**src/rtl/dn_mem_arbiter.sv**
```systemverilog
// dn_mem_arbiter: shares one single-port program/graphics memory between
// HPS ROM-download writes and game-CPU reads. It also captures DIP bytes
// from the DIP download index and holds the game core in reset during and
// after a download.
//
// state | meaning
// ------+--------------------------------------------------------------
// IDLE  | port free; a buffered write wins over a pending CPU read
// WR    | single-cycle memory write from the download buffer
// RD    | CPU read; CE on the first cycle, then wait out MEM_LAT cycles
// DONE  | register memory data, pulse ack on the following cycle
module dn_mem_arbiter #(
  parameter int AW          = 19,
  parameter int MEM_LAT     = 1,
  parameter int HOLD_CYCLES = 16,
  parameter int DIP_INDEX   = 254
) (
  input  logic          I_CLK_24576M,
  input  logic          I_RESETn,
  input  logic          I_DN_ACTIVE,
  input  logic          I_DN_WR,
  input  logic [7:0]    I_DN_INDEX,
  input  logic [AW-1:0] I_DN_ADDR,
  input  logic [7:0]    I_DN_DATA,
  input  logic          I_CPU_REQ,
  input  logic [AW-1:0] I_CPU_ADDR,
  output logic [7:0]    O_CPU_DATA,
  output logic          O_CPU_ACK,
  output logic [AW-1:0] O_MEM_ADDR,
  output logic [7:0]    O_MEM_DIN,
  output logic          O_MEM_WE,
  output logic          O_MEM_CE,
  input  logic [7:0]    I_MEM_Q,
  output logic [63:0]   O_DIP_SW,
  output logic          O_CORE_RESETn,
  output logic          O_DN_OVF
);

  typedef enum logic [1:0] {ST_IDLE, ST_WR, ST_RD, ST_DONE} state_t;

  localparam logic [1:0] LAT_LOAD  = 2'(MEM_LAT - 1);
  localparam logic [7:0] HOLD_LOAD = 8'(HOLD_CYCLES);

  state_t        state;
  logic          buf_full;
  logic [AW-1:0] buf_addr;
  logic [7:0]    buf_data;
  logic [1:0]    lat_cnt;
  logic [7:0]    hold_cnt;

  logic buf_release;
  logic dn_buf_wr;
  logic dip_wr;

  // The buffer empties at the end of the WR cycle, so a strobe landing in
  // that same cycle can refill it instead of being dropped.
  assign buf_release = (state == ST_WR);
  assign dn_buf_wr   = I_DN_WR && (I_DN_INDEX == 8'd0);
  assign dip_wr      = I_DN_WR && (I_DN_INDEX == 8'(DIP_INDEX)) &&
                       (I_DN_ADDR[AW-1:3] == '0);

  // One-entry download write buffer plus sticky overflow flag.
  always_ff @(posedge I_CLK_24576M or negedge I_RESETn) begin
    if (!I_RESETn) begin
      buf_full <= 1'b0;
      buf_addr <= '0;
      buf_data <= '0;
      O_DN_OVF <= 1'b0;
    end else begin
      if (dn_buf_wr && (!buf_full || buf_release)) begin
        buf_full <= 1'b1;
        buf_addr <= I_DN_ADDR;
        buf_data <= I_DN_DATA;
      end else if (buf_release) begin
        buf_full <= 1'b0;
      end
      if (dn_buf_wr && buf_full && !buf_release)
        O_DN_OVF <= 1'b1;
    end
  end

  // DIP bytes bypass the memory path entirely.
  always_ff @(posedge I_CLK_24576M or negedge I_RESETn) begin
    if (!I_RESETn)
      O_DIP_SW <= '0;
    else if (dip_wr)
      O_DIP_SW[{I_DN_ADDR[2:0], 3'b000} +: 8] <= I_DN_DATA;
  end

  // Memory port arbitration FSM with registered port and CPU outputs.
  always_ff @(posedge I_CLK_24576M or negedge I_RESETn) begin
    if (!I_RESETn) begin
      state      <= ST_IDLE;
      O_MEM_ADDR <= '0;
      O_MEM_DIN  <= '0;
      O_MEM_WE   <= 1'b0;
      O_MEM_CE   <= 1'b0;
      O_CPU_DATA <= '0;
      O_CPU_ACK  <= 1'b0;
      lat_cnt    <= '0;
    end else begin
      O_CPU_ACK <= 1'b0;
      case (state)
        ST_IDLE: begin
          if (buf_full) begin
            state      <= ST_WR;
            O_MEM_WE   <= 1'b1;
            O_MEM_CE   <= 1'b1;
            O_MEM_ADDR <= buf_addr;
            O_MEM_DIN  <= buf_data;
          end else if (I_CPU_REQ && !I_DN_ACTIVE) begin
            state      <= ST_RD;
            O_MEM_CE   <= 1'b1;
            O_MEM_ADDR <= I_CPU_ADDR;
            lat_cnt    <= LAT_LOAD;
          end
        end
        ST_WR: begin
          O_MEM_WE <= 1'b0;
          O_MEM_CE <= 1'b0;
          state    <= ST_IDLE;
        end
        ST_RD: begin
          O_MEM_CE <= 1'b0;
          if (lat_cnt == 2'd0)
            state <= ST_DONE;
          else
            lat_cnt <= lat_cnt - 2'd1;
        end
        ST_DONE: begin
          O_CPU_DATA <= I_MEM_Q;
          O_CPU_ACK  <= 1'b1;
          state      <= ST_IDLE;
        end
        default: state <= ST_IDLE;
      endcase
    end
  end

  // Core reset hold: reload while downloading, count down after, release
  // one cycle after the counter hits zero.
  always_ff @(posedge I_CLK_24576M or negedge I_RESETn) begin
    if (!I_RESETn) begin
      hold_cnt      <= HOLD_LOAD;
      O_CORE_RESETn <= 1'b0;
    end else if (I_DN_ACTIVE) begin
      hold_cnt      <= HOLD_LOAD;
      O_CORE_RESETn <= 1'b0;
    end else if (hold_cnt != 8'd0) begin
      hold_cnt <= hold_cnt - 8'd1;
    end else begin
      O_CORE_RESETn <= 1'b1;
    end
  end

endmodule

```
**config.mk**
```make
export PLATFORM = sky130hd
export DESIGN_NAME = dn_mem_arbiter
export DESIGN_NICKNAME = d
export VERILOG_FILES = /design/src/rtl/dn_mem_arbiter.sv
export SDC_FILE = /design/constraint.sdc
export NUM_CORES = 1
export LEC_CHECK = 0
export CAP_MARGIN = 25
export CELL_PAD_IN_SITES_DETAIL_PLACEMENT = 2
export CELL_PAD_IN_SITES_GLOBAL_PLACEMENT = 2
export CORE_UTILIZATION = 33
export CTS_BUF_LIST = sky130_fd_sc_hd__clkbuf_4
export CTS_CLUSTER_SIZE = 30
export DETAILED_ROUTE_END_ITERATION = 7
export HOLD_SLACK_MARGIN = 0.12
export PLACE_DENSITY = 0.93
export SYNTH_ARGS = -nofsm -noshare
export SYNTH_HDL_FRONTEND = slang
export SYNTH_SLANG_ARGS = --single-unit
```
**constraint.sdc**
```tcl
create_clock -name I_CLK_24576M -period 2.02 [get_ports I_CLK_24576M]
set_input_delay 0.606 -clock I_CLK_24576M [delete_from_list [all_inputs] [get_ports I_CLK_24576M]]
set_output_delay 0.606 -clock I_CLK_24576M [all_outputs]
set_load 0.1 [all_outputs]
```
* After elaboration in Yosys (flattened, before gate mapping) *
Index checks and enable logic that the tools add are counted.

word-level totals
  input bits = 67
  output and inout port bits = 104
  bits in registers = 144
  word-level logic and storage cells = 84

cells by class
  multiplexer cells = 23
  shift-type cells = 2
  eq/ne operators = 11
  add/sub/neg operators = 3
  reduce and logical (&&, ||, !) cells = 30

operator list
  operator                  count
  $bwmux W64                1
  $shift A8 B8 Y64 const A  1
  $shiftx A8 B8 Y64         1
  $mux W19                  2
  $logic_not A16 Y1         1
  $mux W8                   2
  $mux W2                   6
  $ne A2 B2 Y1 const B      6
  $reduce_bool A2 Y1        6
  $reduce_and A2 Y1         5
  $eq A8 B8 Y1 const B      1
  $logic_not A8 Y1          1
  $mux W1                   8
  $neg A6 Y8                1
  $reduce_bool A8 Y1        1
  $sub A8 B1 Y8 const B     1
  $logic_and A1 B1 Y1       7
  $pmux W2 S3               1
  $eq A2 B2 Y1 const B      2
  $logic_not A2 Y1          2
  $pmux W1 S2               2
  $pmux W2 S2               1
  $reduce_and A4 Y1         1
  $reduce_or A2 Y1          2
  5 further kinds           7

* Depth between registers and ports, before layout *
Gate-level depths: netlist of run 1.

  depth after elaboration = 5
  mapped depth = 8
  depth with buffers taken out = 7

* Worst setup path before layout of run 1 *
No wires, ideal clock.

  kind = input to register
  from = input I_DN_ADDR[0]
  to = register O_DIP_SW[48]
  required time = 1,895 ps
  data arrival time = 2,359 ps
  setup time = 125 ps
  path buffers = 0
  setup slack = -464 ps
  stages on the path = 6
  path through = inv_1 -> ha_1 -> ha_1 -> or3_1 -> nor4_4 -> mux2_2

on the way
  cells in the longest elaborated chain, start to end = 3
  elaborated cells on any way between the ends = 4
  classes of those cells = 1 x add/sub; 2 x shift; 1 x mux

RTL lines
  item                                                          line  source
  start: declaration                                            23    input logic [AW-1:0] I_DN_ADDR,
  $neg A6 Y8 *                                                  87    O_DIP_SW[{I_DN_ADDR[2:0], 3'b000} +: 8] <= I_DN_DATA;
  $shiftx A8 B8 Y64 / $shift A8 B8 Y64 (equally long branches)  87
  $bwmux W64 *                                                  87
  end signal: assignment                                        85    O_DIP_SW <= '0;
  end signal: indexed assignment                                87
  end: declaration                                              34    output logic [63:0] O_DIP_SW,

Mark *: on every way between the ends. The rest lies on a longest branch, timed or not.
A chain may end at the register's enable or synchronous reset.

* Worst setup path in the final report of run 1 *
  from = input I_DN_ADDR[6]
  to = register O_DIP_SW[51]

on the way
  cells in the longest elaborated chain, start to end = 2

RTL lines
  item                 line  source
  $logic_not A16 Y1    60    (I_DN_ADDR[AW-1:3] == '0);
  $logic_and A1 B1 Y1  59    assign dip_wr = I_DN_WR && (I_DN_INDEX == 8'(DIP_INDEX)) &&

Every way passes these cells.

==> reports/results.tsv, run 1 <==
stage	metric	value	unit
yosys	sequential cell area fraction in the yosys report	57.32	%
global_routing	vias in the first global route	5738	
floorplan	y dimension of the die	140.0	um
run	Max Cap Viol	0	
timing	worst clock skew on the final layout	0.01631	ns
floorplan	effective utilization at floorplan	33.62	%
yosys	count of unique library cells instantiated by Yosys	44	
setup_path	Worst Setup End Kind	register	
setup_path	required time of the critical path	2.46	ns
setup_path	Top delay family on crit path	simple AND/OR/NAND/NOR gates	
setup_path	library cell contributing the largest single delay on the critical path	nor4_4	
floorplan	die outline width	140.0	um
timing	Fin. Hold Viols	0	
timing	period utilization	99.97	%
detailed_routing	Residual DRC	0	
yosys	flip-flop cell with the highest count after synthesis	dfrtp_1	
detailed_routing	final wirelength	22360	um
placed_design	count of input and output buffers	170	
timing	unrepaired setup endpoints after global routing	no	
yosys	post-synthesis cell type with the largest combined area	dfrtp_1	
layout	fraction of layout cells with a size suffix above 1	47.68	%
timing	minimum clock period	2.019	ns
global_routing	maximum number of pins on one net before global-route repair	55	
timing	Final setup violation count	0	
floorplan	Core Rows	50	
global_routing	global route overflow	0	
detailed_routing	count of antenna-violating nets left after detailed routing	0	
setup_path	worst r2r src	hold_cnt[0]	
layout	nets	774	
layout	area used by multi-input combinational logic	2770	um^2
detailed_routing	wire length per cell after detailed routing	23.66	um
timing	crit path setup slack, layout	0.0006799	ns
layout	total inserted antenna cells	0	
timing	max-slew violation count	0	
yosys	number of enable flip-flop cells after synthesis	0	
detailed_routing	vias per cell	4.956	
layout	final core utilization	55.11	%
yosys	average footprint of a synthesized cell	13.52	um^2
timing	minimum hold slack	0.3367	ns
setup_path	sort of element at the start of the critical path	primary input	
setup_path	register-to-register setup slack	0.12	ns
clock_tree	number of buffers added by the clock tree synthesis step	17	
detailed_routing	first drt pass iteration count	4	
worst_hold_path	endpoint of the worst hold-timing path	buf_addr[8]	
yosys	ys async rst share	100.0	%
global_routing	Tot GR Track Use	24.19	%
layout	number of filler instances in the final layout	1664	
clock_tree	total clock sinks	144	
yosys	portion of synthesized cell area occupied by the leading cell type	56.90	%
clock_tree	clock slew seen by the registers of the worst setup and hold paths	0.13	ns
run_status	outcome	complete, no violations	
floorplan	area of the core	18710	um^2
yosys	most numerous cell in the Yosys netlist	dfrtp_1	
layout	area of all sequential standard cells	3605	um^2
setup_path	CP max stage delay	0.41	ns
worst_hold_path	Worst Hold Class	primary input to register	
detailed_routing	number of vias in the routed layout	4683	
clock_tree	CTS tree	built	
global_routing	wire length of the first global-routing pass	35110	um
timing	achievable clock frequency	0.4952	GHz
clock_tree	H-tree depth reported by CTS	4	
setup_path	most used cell along the critical path	nor4_4	
timing	Max-slew headroom	64.21	%
yosys	Synth top cells by count	dfrtp_1, mux2_2, nand2_1	
yosys	Synthesized Nets	541	
layout	Layout area overhead	63.93	%
setup_path	Crit Path Category	primary input to register	
worst_hold_path	startpoint of the worst hold path	I_DN_ADDR[8]	
floorplan	Die ar.	19610	um^2
setup_path	reg-to-reg endpoint	hold_cnt[6]	
detailed_routing	drt initial violations	134	
placed_design	detailed-placement wirelength estimate	16900	um
yosys	yosys warns	0	
setup_path	critical-path maximum fanout	5	
setup_path	worst path bufs/invs	3	
setup_path	worst path cell trace	clkdlybuf4s15_1 > nor4_4 > nand4b_4 > buf_8 > nor4_4 > buf_4 > mux2_4	
power_and_ir_drop	total power draw	0.01055	W
yosys	post-synthesis register bit count	144	
yosys	cells taking the most area after synthesis	dfrtp_1, mux2_2, mux2_4	
setup_path	arrival time at the worst endpoint	2.46	ns
power_and_ir_drop	Worst IR Drop VDD	465.4	uV
yosys	cell count after synthesis	465	
timing	Worst Max-Slew Pin Slew	0.5328	ns
floorplan	Boundary Pins	171	
power_and_ir_drop	P per Cell Area	1023	nW/um^2
yosys	area of the mapped netlist	6289	um^2
clock_tree	clock latency on the worst-skew pair	0.55	ns
power_and_ir_drop	static power due to leakage	4.801	nW
placed_design	Setup WS pre-CTS	-1.033	ns
clock_tree	CTS Buffer Depth	2	
setup_path	number of cells traversed by the worst register-to-register path	7	
clock_tree	library cell used as clock root buffer	clkbuf_4	
global_routing	antenna violations before repair	0	
worst_hold_path	cell depth of the worst hold path	2	
placed_design	placer's final routability congestion estimate	0.8067	
## how the worst max path moves through the flow
stage / end / depth (start not counted) / slack (ns) / startpoint
after floorplan: O_DIP_SW[10] / 5 / -0.29 / I_DN_ADDR[16]
after global placement: O_DIP_SW[41] / 8 / -0.97 / I_DN_ADDR[0]
after detailed placement: O_DIP_SW[23] / 10 / -1.03 / I_DN_ADDR[0]
after CTS: O_DIP_SW[37] / 8 / 0.0005 / I_DN_ADDR[15]
after global routing: O_DIP_SW[51] / 7 / 0.003 / I_DN_ADDR[6]
final: O_DIP_SW[51] / 7 / 0.0007 / I_DN_ADDR[6]
## state kept, by name, summed over array words and instances, names as in the netlist
signal / count
hold_cnt: 8
O_DIP_SW: 64
state: 2
buf_addr: 19
O_DN_OVF: 1
O_MEM_ADDR: 19
O_MEM_DIN: 8
O_CPU_DATA: 8
lat_cnt: 2
buf_full: 1
O_MEM_WE: 1
O_CORE_RESETn: 1
O_CPU_ACK: 1
O_MEM_CE: 1
buf_data: 8
## cell families after synthesis
family | after synthesis | share of synthesized area [%]
simple gates | 103 | 10.84
xor+xnor | 1 | 0.1393
buf+inv | 33 | 2.209
mux | 124 | 23.08
flops | 144 | 57.32
compound gates | 51 | 4.616
fa+ha+maj | 9 | 1.791
## repair_timing
action / in CTS / in global routing
resized for setup: 70 / 10
endpoints found under the setup margin: 88 / 37
hold buffers: 1 / 0
setup buffers: 8 / 0
pin swaps: 18 / 11
endpoints found under the hold margin: 38 / 0
## routing by layer
metal,vias up,track usage (%),part of all wire [%]
li1,2111,-,-
met1,2421,25.72,37
met2,131,46.34,56
met3,20,6.769,5.5
met4,0,6.593,1.4
met5,-,0,0
## power breakdown
| part | total (W) | internal, W | switching [W] | leakage, nW |
|---|---|---|---|---|
| clock network | 0.00176 | 0.000621 | 0.00114 | 0.136 |
| registers | 0.00378 | 0.00331 | 0.000471 | 1.93 |
| logic | 0.00501 | 0.00181 | 0.00320 | 2.73 |
## cells in the final DEF (no fill, tap or decap), types with 9 or more instances in the layout
| cell type | instances |
|---|---|
| clkdlybuf4s50_1 | 38 |
| buf_6 | 11 |
| o21ai_0 | 30 |
| a21oi_1 | 9 |
| nand2_1 | 38 |
| mux2_2 | 49 |
| dfrtp_1 | 143 |
| inv_1 | 13 |
| nor2_1 | 14 |
| buf_12 | 110 |
| nor2b_1 | 10 |
| clkbuf_4 | 17 |
| mux2_4 | 53 |
| mux2i_1 | 22 |
| nor4_4 | 9 |
| dlygate4sd2_1 | 16 |
| buf_4 | 43 |
## metrics by stage
stage	cells	setup TNS [ns]	instance area [um^2]
6_report	945	0	10310
5_1_grt	945	0	10310
4_1_cts	945	0	10310
3_5_place_dp	906	-79.37	9942
3_3_place_gp	906	-71.06	9942
2_1_floorplan	465	-15.74	6491
## worst register-to-register path, stage by stage, from the launching register on
cell and delay (ns):
dfrtp_1 0.41, inv_1 0.10, ha_2 0.21, nor4b_2 0.19, buf_4 0.17, nand2_1 0.06, or3b_2 0.48, a21oi_1 0.19
## cell type report
cell class / count / area share, %
clock inverters: 15 / 1.311
clock buffers: 17 / 1.238
inverters: 16 / 0.8253
repair buffers: 231 / 31.95
multi-input cells: 288 / 26.87
well taps: 234 / 2.840
flip-flops and latches: 144 / 34.97
(Power assumes the default switching activity.)
==> run 2: changes to the inputs <==
--- a/config.mk
+++ b/config.mk
@@ -8,12 +8,12 @@
 export CAP_MARGIN = 25
 export CELL_PAD_IN_SITES_DETAIL_PLACEMENT = 2
 export CELL_PAD_IN_SITES_GLOBAL_PLACEMENT = 2
-export CORE_UTILIZATION = 33
-export CTS_BUF_LIST = sky130_fd_sc_hd__clkbuf_4
+export CORE_MARGIN = 4
+export CORE_UTILIZATION = 32
 export CTS_CLUSTER_SIZE = 30
 export DETAILED_ROUTE_END_ITERATION = 7
 export HOLD_SLACK_MARGIN = 0.12
-export PLACE_DENSITY = 0.93
+export PLACE_DENSITY = 0.91
 export SYNTH_ARGS = -nofsm -noshare
 export SYNTH_HDL_FRONTEND = slang
 export SYNTH_SLANG_ARGS = --single-unit
==> reports/results.tsv, run 2 (same netlist as run 1, synthesis figures left out) <==
stage	metric	value	unit	change
run_status	outcome	finished with violations		was complete, no violations
run_status	violations in the final reports	negative setup slack		
layout	number of flip-flops in the largest register	64		unchanged
setup_path	sort of element at the start of the critical path	primary input		unchanged
power_and_ir_drop	P_int	0.006907	W	was 0.005736 W
worst_hold_path	startpoint of the worst hold path	I_DN_ADDR[8]		unchanged
global_routing	wire length of the first global-routing pass	40930	um	was 35110 um
power_and_ir_drop	fraction of power consumed by sequential logic	31.6	%	was 35.8%
placed_design	Setup WS pre-CTS	-1.066	ns	was -1.033 ns
timing	minimum clock period	2.185	ns	was 2.019 ns
detailed_routing	Residual DRC	0		unchanged
timing	Final setup violation count	60		was 0
layout	Layout area overhead	72.16	%	was 63.93%
worst_hold_path	Worst Hold Class	primary input to register		unchanged
detailed_routing	number of vias in the routed layout	4843		was 4683
clock_tree	total clock sinks	144		unchanged
setup_path	Top delay family on crit path	simple AND/OR/NAND/NOR gates		unchanged
layout	nets	774		unchanged
global_routing	Tot GR Track Use	25.34	%	was 24.19%
power_and_ir_drop	combinational share of power	42.0	%	was 47.5%
power_and_ir_drop	P per Cell Area	1114	nW/um^2	was 1023 nW/um^2
power_and_ir_drop	Net Switching	0.005149	W	was 0.004810 W
placed_design	placer's final routability congestion estimate	0.7871		was 0.8067
clock_tree	library cell used as clock root buffer	clkbuf_16		was clkbuf_4
floorplan	y dimension of the die	148.2	um	was 140.0 um
layout	fraction of layout cells with a size suffix above 1	49.79	%	was 47.68%
power_and_ir_drop	share of total power consumed by net switching	42.71	%	was 45.61%
placed_design	detailed-placement wirelength estimate	18470	um	was 16900 um
timing	Max-slew headroom	61.99	%	was 64.21%
layout	most frequent standard cell in the layout excluding fill and tap cells	dfrtp_1		unchanged
setup_path	worst r2r src	hold_cnt[0]		unchanged
timing	achievable clock frequency	0.4577	GHz	was 0.4952 GHz
setup_path	worst setup path start	I_DN_ADDR[11]		was I_DN_ADDR[6]
timing	worst clock skew on the final layout	0.01361	ns	was 0.01631 ns
detailed_routing	count of antenna-violating nets left after detailed routing	0		unchanged
global_routing	global route overflow	0		unchanged
timing	max-slew violation count	0		unchanged
clock_tree	CTS tree	built		unchanged
setup_path	library cell contributing the largest single delay on the critical path	nor4_4		unchanged
floorplan	die outline width	148.2	um	was 140.0 um
clock_tree	number of buffers added by the clock tree synthesis step	17		unchanged
floorplan	Die ar.	21960	um^2	was 19610 um^2
layout	total inserted antenna cells	0		unchanged
detailed_routing	vias per cell	4.962		was 4.956
detailed_routing	final wirelength	27080	um	was 22360 um
timing	crit path setup slack, layout	-0.1648	ns	was 0.0006799 ns
timing	Fin. Hold Viols	0		unchanged
setup_path	required time of the critical path	2.33	ns	was 2.46 ns
power_and_ir_drop	Worst IR Drop VDD	606.2	uV	was 465.4 uV
global_routing	maximum number of pins on one net before global-route repair	39		was 55
detailed_routing	drt initial violations	161		was 134
floorplan	Core Rows	51		was 50
clock_tree	clock slew seen by the registers of the worst setup and hold paths	0.07	ns	was 0.13 ns
layout	largest reg by FF count	O_DIP_SW		unchanged
run	Max Cap Viol	0		unchanged
setup_path	worst path bufs/invs	4		was 3
layout	largest registers	O_DIP_SW x64, O_MEM_ADDR x19, buf_addr x19		unchanged
placed_design	count of input and output buffers	170		unchanged
detailed_routing	first drt pass iteration count	4		unchanged
detailed_routing	wire length per cell after detailed routing	27.75	um	was 23.66 um
global_routing	vias in the first global route	5901		was 5738
timing	final sum of negative setup slack	-4.061	ns	was 0 ns
timing	Worst Max-Slew Pin Slew	0.5657	ns	was 0.5328 ns
setup_path	arrival time at the worst endpoint	2.49	ns	was 2.46 ns
clock_tree	CTS Buffer Depth	2		unchanged
floorplan	area of the core	19400	um^2	was 18710 um^2
floorplan	Boundary Pins	171		unchanged
timing	unrepaired setup endpoints after global routing	yes		was no
global_routing	antenna violations before repair	0		unchanged
timing	period utilization	108.2	%	was 99.97%
setup_path	critical-path maximum fanout	8		was 5
setup_path	Crit Path Category	primary input to register		unchanged
floorplan	effective utilization at floorplan	32.42	%	was 33.62%
power_and_ir_drop	share of total power in the clock network	26.4	%	was 16.7%
layout	most used cells in the layout excluding fill and tap cells	dfrtp_1, buf_12, mux2_4		unchanged
clock_tree	H-tree depth reported by CTS	4		unchanged
clock_tree	clock latency on the worst-skew pair	0.43	ns	was 0.55 ns
power_and_ir_drop	static power due to leakage	4.992	nW	was 4.801 nW
power_and_ir_drop	total power draw	0.01206	W	was 0.01055 W
setup_path	CP max stage delay	0.39	ns	was 0.41 ns
setup_path	Worst Setup End Kind	register		unchanged
setup_path	worst path cell trace	buf_8 > nor4_4 > nand4_4 > buf_8 > buf_12 > nor4_4 > buf_12 > mux2_4		was clkdlybuf4s15_1 > nor4_4 > nand4b_4 > buf_8 > nor4_4 > buf_4 > mux2_4
run 2: worst paths after layout:
| check | to | slack (ns) | cells past startpoint |
|---|---|---|---|
| min | buf_addr[8] | 0.44 | 2 |
| min in group asynchronous | O_DIP_SW[54] | 0.69 | 2 |
| max reg2reg | hold_cnt[6] | 0.15 | 7 |
| max | O_DIP_SW[32] | -0.16 | 8 |
| max in group asynchronous | O_DIP_SW[31] | 0.73 | 3 |
| min reg2reg | buf_addr[11] | 0.51 | 1 |
run 2: cell type report:
| cell class | instances | area, um^2 |
|---|---|---|
| well taps | 265 | 331.6 |
| clock inverters | 14 | 143.9 |
| flip-flops and latches | 144 | 3605 |
| fillers | 1703 | 8572 |
| inverters | 16 | 85.08 |
| clock buffers | 18 | 439.2 |
| repair buffers | 231 | 3368 |
| multi-input cells | 288 | 2854 |
run 2: timing repair:
| action | 4_1_cts | 5_1_grt |
|---|---|---|
| setup endpoints to repair | 91 | 65 |
| hold endpoints to repair | 29 | 0 |
| hold buffers | 1 | 0 |
| buffers inserted | 9 | 4 |
| pin swaps | 20 | 19 |
| resized for setup | 107 | 27 |
run 2: metal layers:
| metal | track usage [%] | up-vias | routed length, um |
|---|---|---|---|
| met5 | 0 | - | 0 |
| met4 | 7.206 | 0 | 544 |
| met3 | 8.288 | 33 | 1787 |
| met2 | 47.68 | 152 | 15060 |
| met1 | 27.01 | 2554 | 9690 |
| li1 | - | 2104 | - |
run 2: worst register-to-register path, stage by stage, from the launching register on:
cell and delay [ns]:
dfrtp_1 0.38, inv_1 0.10, ha_1 0.23, nor4b_4 0.22
buf_4 0.18, nand2_1 0.08, or3b_2 0.46, a21oi_1 0.13
run 2: power groups by stage:
stage | sequential [W] | combinational [W] | clock (W)
6_report | 0.00381 | 0.00506 | 0.00318
5_1_grt | 0.00387 | 0.00529 | 0.00341
4_1_cts | 0.00380 | 0.00507 | 0.00323
3_5_place_dp | 0.00385 | 0.00504 | 0
3_3_place_gp | 0.00377 | 0.00481 | 0
2_1_floorplan | 0.00572 | 0.000918 | 0
run 2: stage by stage:
stage,hold slack [ns],instances,util [%],area (um^2)
6_report,0.4379,976,55.81,10830
5_1_grt,0.4206,976,55.81,10830
4_1_cts,0.4680,975,55.53,10770
3_5_place_dp,0.4995,935,51.57,10000
3_3_place_gp,0.4829,935,51.57,10000
2_1_floorplan,0.3104,465,-,6491
